==> config.mk <==
export PLATFORM = sky130hd
export DESIGN_NAME = rr_arbiter8
export DESIGN_NICKNAME = d
export VERILOG_FILES = /design/src/rtl/rr_arbiter8.sv
export SDC_FILE = /design/constraint.sdc
export NUM_CORES = 1
export LEC_CHECK = 0
export CORE_UTILIZATION = 39
export DETAILED_ROUTE_END_ITERATION = 10
export MAX_ROUTING_LAYER = met4
export PLACE_DENSITY = 0.57
export RECOVER_POWER = 100
export SYNTH_ARGS = -nofsm -noshare
export SYNTH_HDL_FRONTEND = slang
export SYNTH_SLANG_ARGS = --single-unit
==> constraint.sdc <==
create_clock -name clk -period 7.2 [get_ports clk]
set_clock_uncertainty 0.2 [all_clocks]
set_input_delay 0.72 -clock clk [delete_from_list [all_inputs] [get_ports clk]]
set_output_delay 0.72 -clock clk [all_outputs]
set_load 0.05 [all_outputs]
==> src/rtl/rr_arbiter8.sv <==
// Round-robin arbiter for 8 requesters with registered one-hot grant, encoded
// owner index and an optional per-grant hold limit that forces a release.
module rr_arbiter8 #(
    parameter int N        = 8,
    parameter int IDXW     = 3,
    parameter int MAX_HOLD = 16
) (
    input  logic            clk,
    input  logic            rst,
    input  logic [N-1:0]    req,
    output logic [N-1:0]    gnt,
    output logic [IDXW-1:0] gnt_idx,
    output logic            gnt_valid,
    output logic            timeout
);

    typedef enum logic {
        IDLE  = 1'b0,
        GRANT = 1'b1
    } state_t;

    localparam bit         HOLD_EN   = (MAX_HOLD != 0);
    localparam logic [7:0] HOLD_LAST = HOLD_EN ? 8'(MAX_HOLD - 1) : 8'd0;

    state_t          state_q, state_d;
    logic [IDXW-1:0] ptr_q, ptr_d;
    logic [7:0]      hold_q, hold_d;
    logic [N-1:0]    gnt_q, gnt_d;
    logic [IDXW-1:0] idx_q, idx_d;
    logic            timeout_q, timeout_d;
    logic            rel;

    // First set request scanning upward from p; the index wraps naturally
    // because N == 2**IDXW.
    function automatic logic [IDXW-1:0] pick_next(input logic [N-1:0]    r,
                                                  input logic [IDXW-1:0] p);
        logic [IDXW-1:0] j;
        pick_next = p;
        for (int i = N - 1; i >= 0; i--) begin
            j = p + IDXW'(i);
            if (r[j]) pick_next = j;
        end
    endfunction

    always_ff @(posedge clk or posedge rst) begin
        if (rst) begin
            state_q   <= IDLE;
            ptr_q     <= '0;
            hold_q    <= '0;
            gnt_q     <= '0;
            idx_q     <= '0;
            timeout_q <= 1'b0;
        end else begin
            state_q   <= state_d;
            ptr_q     <= ptr_d;
            hold_q    <= hold_d;
            gnt_q     <= gnt_d;
            idx_q     <= idx_d;
            timeout_q <= timeout_d;
        end
    end

    always_comb begin
        state_d   = state_q;
        ptr_d     = ptr_q;
        hold_d    = hold_q;
        gnt_d     = gnt_q;
        idx_d     = idx_q;
        timeout_d = 1'b0;
        rel       = 1'b0;
        case (state_q)
            IDLE: begin
                if (|req) begin
                    idx_d   = pick_next(req, ptr_q);
                    gnt_d   = N'(1) << idx_d;
                    hold_d  = '0;
                    state_d = GRANT;
                end
            end
            GRANT: begin
                // A voluntary drop takes precedence over the hold limit.
                if (!req[idx_q]) begin
                    rel = 1'b1;
                end else if (HOLD_EN && (hold_q == HOLD_LAST)) begin
                    rel       = 1'b1;
                    timeout_d = 1'b1;
                end else begin
                    hold_d = hold_q + 8'd1;
                end
            end
            default: state_d = IDLE;
        endcase
        if (rel) begin
            gnt_d   = '0;
            idx_d   = '0;
            hold_d  = '0;
            state_d = IDLE;
            ptr_d   = idx_q + IDXW'(1);
        end
    end

    assign gnt       = gnt_q;
    assign gnt_idx   = idx_q;
    assign gnt_valid = (state_q == GRANT);
    assign timeout   = timeout_q;

endmodule
==> summary.txt, run 1 <==
STA
  • Fmax: 244 MHz
  • Fin. max-slew vios: 0
  • WHS: 0.268 ns
  • Tmin final: 4.09 ns
  • Final hold vios: 0
  • Setup TNS: 0 ns
  • Period utilisation layout: 0.568
  • RSZ-0062 raised after global routing: false
  • Relative slew margins: 0.333
  • Setup violators final: 0
  • Worst slew pin tran: 1.00 ns

Worst hold path
  • Worst Hold Class: reg2reg
  • Hold EP: hold_q[7]$_DFFE_PP0P_
  • HP Start: hold_q[7]$_DFFE_PP0P_
  • Worst hold path depth: 1

Die
  • IO Count: 23
  • Area of the core: 5110 µm²
  • # rows: 26
  • Initial core utilization: 0.407
  • Die Footprint: 5630 µm²
  • DIE WIDTH: 75.0 µm
  • Chip height: 75.0 µm

Yosys
  • Synthesized area: 2080 µm²
  • Synth Instances: 206
  • Main synth FF type: dfrtp_1
  • Synth Area in Simple Gates: 0.162
  • Xor-xnor portion of the synthesized cell area: 0.0247
  • Post-synth EDFFs: 0
  • Mux cell area share after synthesis: 0.242
  • Yosys cell types: 56
  • Synth Area per Inst: 10.1 µm²
  • Post-synthesis compound-gate area fraction: 0.211
  • Synth Area in Adders: 0.0241
  • Largest family of logic cells by synthesized area: multiplexers
  • #FFs+latches synth: 24
  • Syn Nets: 220
  • Sequential share of the synthesized area: 0.289
  • YS warnings: 0
  • Synth async-reset ratio: 1.00

Worst setup path
  • R2R Path Start: ptr_q[1]$_DFFE_PP0P_
  • Reg2Reg Capture Point: gnt[1]$_DFFE_PP0P_
  • Critical path endpoint category: register
  • Reg2reg setup slack: 3.11 ns
  • Setup crit start kind: register
  • WS Path Type: reg2reg
  • Worst Path Arrival: 4.06 ns
  • Largest fanout on the critical path: 23
  • Worst R2R Path Depth: 9
  • Worst path required time: 7.17 ns

Global routing
  • GRT Total Usage: 0.197
  • First-pass GRT wire length: 8150 µm
  • Initial antenna violation count: 0
  • Vias in the first global route: 1588
  • GRT Residual Overflow: 0
  • Pin count of the biggest net entering global routing: 25

Final layout
  • Multi-input logic area: 1350 µm²
  • Fill count: 508
  • Nets: 236
  • Diodes inserted: 0
  • Synth-to-Final Area Change: 13.6%
  • FF+latch area: 601 µm²
  • Share of layout cells above drive strength 1: 0.122

Clock tree
  • Postcts setup bufs: 0
  • Post-CTS sizing: 0
  • CTS tree: done
  • Clock-pin slew on the worst setup and hold paths: 0.09 ns
  • H-tree levels: 1
  • Post-CTS Hold Buffers: 0
  • Clock Sinks: 24
  • Clk Latency, worst-skew pair: 0.27 ns
  • Max Buffers Root-to-Sink: 2
  • TritonCTS Buffers: 3
  • Root Buffer Master: clkbuf_8

Routing
  • DRT iter0 DRCs: 148
  • DR vias/cell: 6.02
  • Final ANT Viol Nets: 0
  • Post-route DRC violation count: 0
  • First-pass iteration count of the detailed router: 4
  • Met2 wire length: 2120 µm
  • Wl on met1: 2450 µm
  • Final WL: 4890 µm
  • Routed length per placed instance: 16.8 µm
  • Met3 WL: 269 µm
  • Top Layer Used: met4
  • Total number of vias: 1752

Pwr
  • Comb pwr share: 0.692
  • Cell Int Power: 0.610 mW
  • Share of power burned in registers: 0.212
  • Lkg Pwr: 1.01 nW
  • Max IR drop VDD: 0.229 mV
  • Clk pwr share: 0.096
  • Sw frac: 0.500
  • Power density cells: 517 nW/µm²
  • Post-route total power: 1.22 mW
  • Net Switching: 0.610 mW

Place
  • DP HPWL: 3500 µm
  • IO Port Bufs: 22
  • Gpl congestion: 0.920

Flow run
  • Max cap viols: 0

Run status
  • Outcome: finished clean
==> state kept, by name (all words and copies together), names as in the netlist <==
register and flops:
gnt 8, hold_q 8, gnt_idx 3, ptr_q 3
gnt_valid 1, timeout 1
==> power by group through the flow <==
stage          registers (mW)  logic (mW)  clock network (mW)
3_3_place_gp            0.262       0.887                   0
4_1_cts                 0.258       0.883               0.121
5_1_grt                 0.268       0.932               0.126
6_report                0.258       0.845               0.118
3_5_place_dp            0.260       0.879                   0
2_1_floorplan           0.267       0.704                   0
==> cell usage after synthesis, types with 5 or more instances <==
library cell	count	area, µm²
a21oi_1	7	35.0
a22o_1	5	43.8
clkbuf_1	6	22.5
dfrtp_1	24	601
inv_1	7	26.3
mux2_2	7	78.8
mux2i_1	12	120
mux4_2	9	203
nand2_1	16	60.1
nor2_1	11	41.3
nor2b_1	7	43.8
o21ai_0	11	55.1
==> cells by family (layout without fill, tap and decap cells) <==
kind of cell,after synthesis,in the layout
AOI/OAI and AO/OA,58,58
DFF,24,24
muxes,32,32
xor gates and xnor gates,5,5
buffers and inverters,19,34
adders and majority gates,4,4
and+or+nand+nor,64,64
==> worst max-delay path, stage by stage, from the launching register on <==
cell	delay, ns
dfrtp_1	0.87
inv_1	0.25
ha_1	0.63
mux4_2	0.41
mux2i_1	0.32
nand2b_2	0.22
o221ai_1	0.12
nor3_1	0.61
nor2b_1	0.13
a22o_1	0.23
==> cell usage in the layout, fill, tap and decap left out, types with 2 or more instances in the layout <==
cell type,instances
a2111oi_0,3
a21boi_0,2
a21o_1,3
a21oi_1,7
a221oi_1,2
a22o_1,5
a22oi_1,4
a32o_1,4
and2_0,2
and3_1,2
clkbuf_8,3
clkdlybuf4s50_1,7
dfrtp_1,24
dlygate4sd3_1,15
ha_1,4
inv_1,7
mux2_2,7
mux2i_1,13
mux4_1,3
mux4_2,9
nand2_1,16
nand2b_1,2
nand3_1,4
nor2_1,11
nor2b_1,7
nor3_1,5
nor4b_1,2
o2111ai_1,2
o211ai_1,2
o21ai_0,14
o31ai_1,2
or2_2,3
or3_1,3
or4_1,3
xnor2_1,2
xor2_1,2
==> worst max-delay path by stage <==
stage	endpoint	start	slack, ns
after global placement	gnt[6]$_DFFE_PP0P_	ptr_q[0]$_DFFE_PP0P_	3.16
after global routing	gnt[1]$_DFFE_PP0P_	ptr_q[1]$_DFFE_PP0P_	2.73
final	gnt[1]$_DFFE_PP0P_	ptr_q[1]$_DFFE_PP0P_	3.11
after detailed placement	gnt[2]$_DFFE_PP0P_	ptr_q[0]$_DFFE_PP0P_	3.24
after CTS	gnt[2]$_DFFE_PP0P_	ptr_q[0]$_DFFE_PP0P_	3.23
after floorplan	gnt[2]$_DFFE_PP0P_	ptr_q[1]$_DFFE_PP0P_	3.72
==> metrics by stage <==
| stage | utilization | setup slack (ns) | std cells | cell area [µm²] |
|---|---|---|---|---|
| after floorplan | - | 3.72 | 206 | 2080 |
| after global placement | 0.454 | 3.16 | 287 | 2320 |
| after detailed placement | 0.454 | 3.24 | 287 | 2320 |
| after CTS | 0.468 | 3.23 | 291 | 2390 |
| after global routing | 0.463 | 2.73 | 291 | 2360 |
| final | 0.463 | 3.11 | 291 | 2360 |
==> layer usage <==
layer / track usage / up-vias
li1: - / 833
met1: 0.295 / 836
met2: 0.285 / 77
met3: 0.0321 / 6
met4: 0.0252 / 0
met5: - / -
==> layout make-up <==
cell class,instances,area share
Tap cell,70,0.0371
Sequential cell,24,0.254
Clock inverter,1,0.0127
Clock buffer,3,0.0175
Inverter,8,0.0127
Timing Repair Buffer,22,0.0932
Multi-Input combinational cell,163,0.573
Power figures use the tool's default switching activity.
==> run 2: changes to the inputs <==
--- a/config.mk
+++ b/config.mk
@@ -8,7 +8,7 @@
 export CORE_UTILIZATION = 39
 export DETAILED_ROUTE_END_ITERATION = 10
 export MAX_ROUTING_LAYER = met4
-export PLACE_DENSITY = 0.57
+export PLACE_DENSITY = 0.59
 export RECOVER_POWER = 100
 export SYNTH_ARGS = -nofsm -noshare
 export SYNTH_HDL_FRONTEND = slang
==> constraint.sdc (replaced) <==
create_clock -name clk -period 3.6 [get_ports clk]
set_clock_uncertainty 0.2 [all_clocks]
set_input_delay 0.36 -clock clk [delete_from_list [all_inputs] [get_ports clk]]
set_output_delay 0.36 -clock clk [all_outputs]
set_load 0.05 [all_outputs]
==> summary.txt, run 2 (synthesis results as in run 1) <==
Place
  • Gpl congestion: 0.830
  • IO Port Bufs: 22
  • DP HPWL: 3630 µm

Die
  • Die Footprint: 5630 µm²
  • DIE WIDTH: 75.0 µm
  • # rows: 26
  • Area of the core: 5110 µm²
  • IO Count: 23
  • Initial core utilization: 0.407
  • Chip height: 75.0 µm

Global routing
  • Grt met1 use: 0.298
  • Pin count of the biggest net entering global routing: 25
  • GR Util met2: 0.285
  • GRT Residual Overflow: 0
  • Vias in the first global route: 1582
  • Gr busiest metal: met1
  • GRT Total Usage: 0.197
  • First-pass GRT wire length: 8090 µm
  • Met3 Use GR: 0.0321
  • Initial antenna violation count: 0

Clock tree
  • Clock-pin slew on the worst setup and hold paths: 0.08 ns
  • Max Buffers Root-to-Sink: 2
  • Post-CTS Hold Buffers: 0
  • CTS tree: done
  • Postcts setup bufs: 0
  • Clk Latency, worst-skew pair: 0.26 ns
  • H-tree levels: 1
  • Clock Sinks: 24
  • Post-CTS sizing: 0
  • Root Buffer Master: clkbuf_8
  • TritonCTS Buffers: 3

Run status
  • Outcome: finished clean

STA
  • Relative slew margins: 0.389
  • Final hold vios: 0
  • WHS: 0.278 ns
  • Period utilisation layout: 0.882
  • Fin. max-slew vios: 0
  • Worst slew pin tran: 0.915 ns
  • RSZ-0062 raised after global routing: false
  • Fmax: 315 MHz
  • Setup TNS: 0 ns
  • Setup violators final: 0
  • Tmin final: 3.17 ns

Final layout
  • Commonest non-fill, non-tap cell in the layout: dfrtp_1
  • Synth-to-Final Area Change: 17.4%
  • Share of layout cells above drive strength 1: 0.162
  • Fill count: 504
  • Nets: 244
  • Commonest non-fill, non-tap cells in the layout: dfrtp_1, nand2_1, dlygate4sd3_1
  • Diodes inserted: 0

Pwr
  • Clk pwr share: 0.090
  • Lkg Pwr: 1.04 nW
  • Comb pwr share: 0.744
  • Share of power burned in registers: 0.166
  • Sw frac: 0.490
  • Cell Int Power: 1.32 mW
  • Power density cells: 1060 nW/µm²
  • Max IR drop VDD: 0.594 mV
  • Net Switching: 1.27 mW

Routing
  • Total number of vias: 1736
  • Final ANT Viol Nets: 0
  • Post-route DRC violation count: 0
  • DR vias/cell: 5.81
  • Routed length per placed instance: 16.5 µm
  • Final WL: 4930 µm
  • DRT iter0 DRCs: 132
  • First-pass iteration count of the detailed router: 5

Worst setup path
  • WS Path Type: reg2reg
  • Worst path required time: 3.61 ns
  • Setup crit start kind: register
  • Critical path endpoint category: register
  • Largest fanout on the critical path: 16
  • Worst Path Arrival: 3.18 ns

Worst hold path
  • Worst Hold Class: reg2reg

Flow run
  • Max cap viols: 0
==> run 2: cell types whose count changed in the layout (fill, tap and decap cells not counted) <==
cell	change
a22oi_1	-1
a22oi_2	+1
buf_4	+7
clkbuf_1	+1
mux2i_1	-1
mux2i_4	+1
o2111ai_1	-1
o2111ai_2	+1
==> run 2: routing by layer <==
layer / routed length [µm] / up-vias
li1: - / 855
met1: 2530 / 835
met2: 2180 / 44
met3: 205 / 2
met4: 14 / 0
met5: 0 / -
==> run 2: worst paths after layout <==
| check | slack (ns) | depth (start not counted) | from | end |
|---|---|---|---|---|
| min reg2reg | 0.28 | 1 | hold_q[7]$_DFFE_PP0P_ | hold_q[7]$_DFFE_PP0P_ |
| max | 0.43 | 8 | ptr_q[0]$_DFFE_PP0P_ | gnt[0]$_DFFE_PP0P_ |
| min | 0.28 | 1 | hold_q[7]$_DFFE_PP0P_ | hold_q[7]$_DFFE_PP0P_ |
| min in group asynchronous | 0.53 | 2 | rst | gnt[1]$_DFFE_PP0P_ |
| max in group asynchronous | 2.11 | 2 | rst | ptr_q[2]$_DFFE_PP0P_ |
| max reg2reg | 0.43 | 8 | ptr_q[0]$_DFFE_PP0P_ | gnt[0]$_DFFE_PP0P_ |
==> run 2: stage by stage <==
step | util | area (µm²) | power (mW) | worst slack (ns) | cells
finish | 0.478 | 2440 | 2.59 | 0.426 | 299
global route | 0.478 | 2440 | 2.79 | 0.224 | 299
CTS | 0.480 | 2450 | 2.64 | 0.487 | 299
detailed placement | 0.466 | 2380 | 2.40 | 0.358 | 295
global placement | 0.466 | 2380 | 2.39 | 0.387 | 295
floorplan | - | 2080 | 1.94 | 0.119 | 206
==> run 2: power groups by stage <==
stage | sequential [mW] | clock [mW] | combinational (mW)
final | 0.429 | 0.234 | 1.93
after global routing | 0.439 | 0.254 | 2.10
after CTS | 0.432 | 0.245 | 1.97
after detailed placement | 0.435 | 0 | 1.96
after global placement | 0.437 | 0 | 1.96
after floorplan | 0.534 | 0 | 1.41
==> run 2: final cells by class <==
type	instances	area (µm²)	share of cell area
Clock buffer	3	41.3	0.0169
Clock inverter	1	30.0	0.0123
Inverter	8	30.0	0.0123
Multi-Input combinational cell	163	1380	0.564
Sequential cell	24	601	0.246
Tap cell	70	87.6	0.0359
Timing Repair Buffer	30	277	0.113
==> run 2: worst max-delay path, cell delays in order (launching register included) <==
cell,delay (ns)
dfrtp_1,0.44
buf_4,0.28
mux4_1,0.66
mux2_2,0.34
a21oi_1,0.18
o221ai_1,0.15
nor3_1,0.44
clkbuf_1,0.23
a32o_1,0.19
==> run 3: changes to the inputs <==
==> constraint.sdc (replaced) <==
create_clock -name clk -period 2.6 [get_ports clk]
set_clock_uncertainty 0.2 [all_clocks]
set_input_delay 0.26 -clock clk [delete_from_list [all_inputs] [get_ports clk]]
set_output_delay 0.26 -clock clk [all_outputs]
set_load 0.05 [all_outputs]
==> summary.txt, run 3 (synthesis results as in run 1) <==
Run status
  • Outcome: complete, but fails checks
  • Failing checks: setup timing

Global routing
  • First-pass GRT wire length: 9400 µm
  • Initial antenna violation count: 0
  • GRT Total Usage: 0.228
  • Vias in the first global route: 1890
  • GRT Residual Overflow: 0
  • Pin count of the biggest net entering global routing: 25

Pwr
  • Max IR drop VDD: 0.658 mV
  • Sw frac: 0.458
  • Cell Int Power: 2.48 mW
  • Share of power burned in registers: 0.127
  • Comb pwr share: 0.818
  • Lkg Pwr: 1.33 nW
  • Net Switching: 2.09 mW
  • Power density cells: 1530 nW/µm²
  • Post-route total power: 4.58 mW
  • Clk pwr share: 0.055

STA
  • Tmin final: 2.88 ns
  • Relative slew margins: 0.133
  • Worst Slack Setup Final: -0.279 ns
  • Period utilisation layout: 1.11
  • Final hold vios: 0
  • Setup violators final: 11
  • Fin. max-slew vios: 0
  • Worst slew pin tran: 1.30 ns
  • RSZ-0062 raised after global routing: true
  • Fmax: 347 MHz
  • Setup TNS: -2.04 ns

Worst setup path
  • Worst Path Arrival: 2.83 ns
  • Critical path endpoint category: register
  • WS Path Type: reg2reg
  • Critical path origin: ptr_q[0]$_DFFE_PP0P_
  • Critical path's slowest cell: dfrtp_2
  • Critical-path cell list: buf_12 > inv_6 > ha_4 > mux4_2 > or3_1 > a22oi_2 > nor4b_1 > a2111o_1 > o2111a_2 > a32o_1
  • Setup crit start kind: register
  • R2R Path Start: ptr_q[0]$_DFFE_PP0P_
  • Critical Path End: gnt[6]$_DFFE_PP0P_
  • CP max stage delay: 0.43 ns
  • Worst R2R Path Depth: 10
  • Reg2Reg Capture Point: gnt[6]$_DFFE_PP0P_
  • Reg2reg setup slack: -0.28 ns
  • Largest fanout on the critical path: 6
  • Worst path required time: 2.55 ns

Clock tree
  • H-tree levels: 1
  • Clk Latency, worst-skew pair: 0.26 ns
  • CTS tree: done
  • Root Buffer Master: clkbuf_8
  • TritonCTS Buffers: 3
  • Clock Sinks: 24
  • Max Buffers Root-to-Sink: 2
  • Clock-pin slew on the worst setup and hold paths: 0.09 ns

Die
  • DIE WIDTH: 75.0 µm
  • IO Count: 23
  • Chip height: 75.0 µm
  • Area of the core: 5110 µm²
  • Die Footprint: 5630 µm²
  • # rows: 26
  • Initial core utilization: 0.407

Routing
  • Total number of vias: 1959
  • Final WL: 5670 µm
  • Post-route DRC violation count: 0
  • First-pass iteration count of the detailed router: 4
  • Routed length per placed instance: 16.2 µm
  • DRT iter0 DRCs: 103
  • DR vias/cell: 5.58
  • Final ANT Viol Nets: 0

Place
  • Area post-placement: 2800 µm²
  • DP HPWL: 4180 µm
  • Gpl congestion: 0.896
  • IO Port Bufs: 22

Final layout
  • Final core occ: 0.585
  • Synth-to-Final Area Change: 43.6%
  • Commonest non-fill, non-tap cell in the layout: buf_4
  • Commonest non-fill, non-tap cells in the layout: buf_4, dfrtp_1, nand2_1
  • Share of layout cells above drive strength 1: 0.399
  • Fill count: 457
  • Diodes inserted: 0
  • Nets: 296
  • Final Instance Area: 2990 µm²

Worst hold path
  • Worst Hold Class: reg2reg
  • Worst hold path depth: 1

Flow run
  • Max cap viols: 0
==> run 3: cell types whose count changed in the layout (fill, tap and decap cells not counted), sizes merged <==
| cell | before | now |
|---|---|---|
| clkbuf | 4 | 8 |
| clkdlybuf4s50 | 7 | 5 |
| dlygate4sd3 | 15 | 14 |
| buf | 7 | 56 |
| bufinv | 1 | 0 |
| dlymetal6s2s | 0 | 3 |
==> run 3: critical path, delay by kind of cell (launching register included) <==
family                   cells  cell delay [ns]
AO/OA/AOI/OAI                4             0.89
multiplexers                 1             0.36
adder cells (fa/ha/maj)      1             0.28
flip-flops                   1             0.43
AND/OR/NAND/NOR              2             0.42
buffers and inverters        2             0.17
==> run 3: power by group through the flow <==
| stage | Sequential (mW) | Clock (mW) | Combinational (mW) |
|---|---|---|---|
| 2_1_floorplan | 0.740 | 0 | 2.06 |
| 5_1_grt | 0.596 | 0.284 | 4.05 |
| 4_1_cts | 0.583 | 0.257 | 3.70 |
| 3_5_place_dp | 0.584 | 0 | 3.45 |
| 6_report | 0.581 | 0.251 | 3.75 |
| 3_3_place_gp | 0.583 | 0 | 3.43 |
==> run 3: how the worst min path moves through the flow <==
stage          slack, ns                    end                  start
5_1_grt             0.30  hold_q[7]$_DFFE_PP0P_  hold_q[7]$_DFFE_PP0P_
2_1_floorplan       0.07     gnt[0]$_DFFE_PP0P_                    rst
4_1_cts             0.14  hold_q[1]$_DFFE_PP0P_                    rst
6_report            0.28  hold_q[7]$_DFFE_PP0P_  hold_q[7]$_DFFE_PP0P_
3_3_place_gp        0.27  hold_q[7]$_DFFE_PP0P_  hold_q[7]$_DFFE_PP0P_
3_5_place_dp        0.27  hold_q[7]$_DFFE_PP0P_  hold_q[7]$_DFFE_PP0P_
==> run 3: metal layers <==
metal	global-route usage	vias up	part of all wire
li1	-	952	-
met1	0.311	952	0.47
met2	0.366	51	0.48
met3	0.0442	4	0.040
met4	0.0168	0	0.0032
met5	-	-	0
==> run 3: final cells by class <==
| type | count | area (µm²) | area share |
|---|---|---|---|
| Sequential cell | 24 | 603 | 0.202 |
| Inverter | 8 | 35.0 | 0.0117 |
| Timing Repair Buffer | 82 | 707 | 0.237 |
| Clock buffer | 4 | 55.1 | 0.0184 |
| Multi-Input combinational cell | 163 | 1500 | 0.502 |
| Tap cell | 70 | 87.6 | 0.0293 |
==> run 3: stage by stage <==
stage,cells,hold WS (ns),worst slack (ns)
global route,351,0.298,-0.356
global placement,345,0.267,-0.416
detailed placement,345,0.271,-0.457
finish,351,0.282,-0.279
CTS,351,0.138,-0.267
floorplan,206,0.0746,-0.364
==> run 3: timing repair <==
item,4_1_cts,5_1_grt
hold buffers,0,0
resized for setup,19,15
cloned,1,0
buffers inserted,1,1
setup endpoints to repair,11,14
pin swaps,11,5
endpoints found under the hold margin,0,0
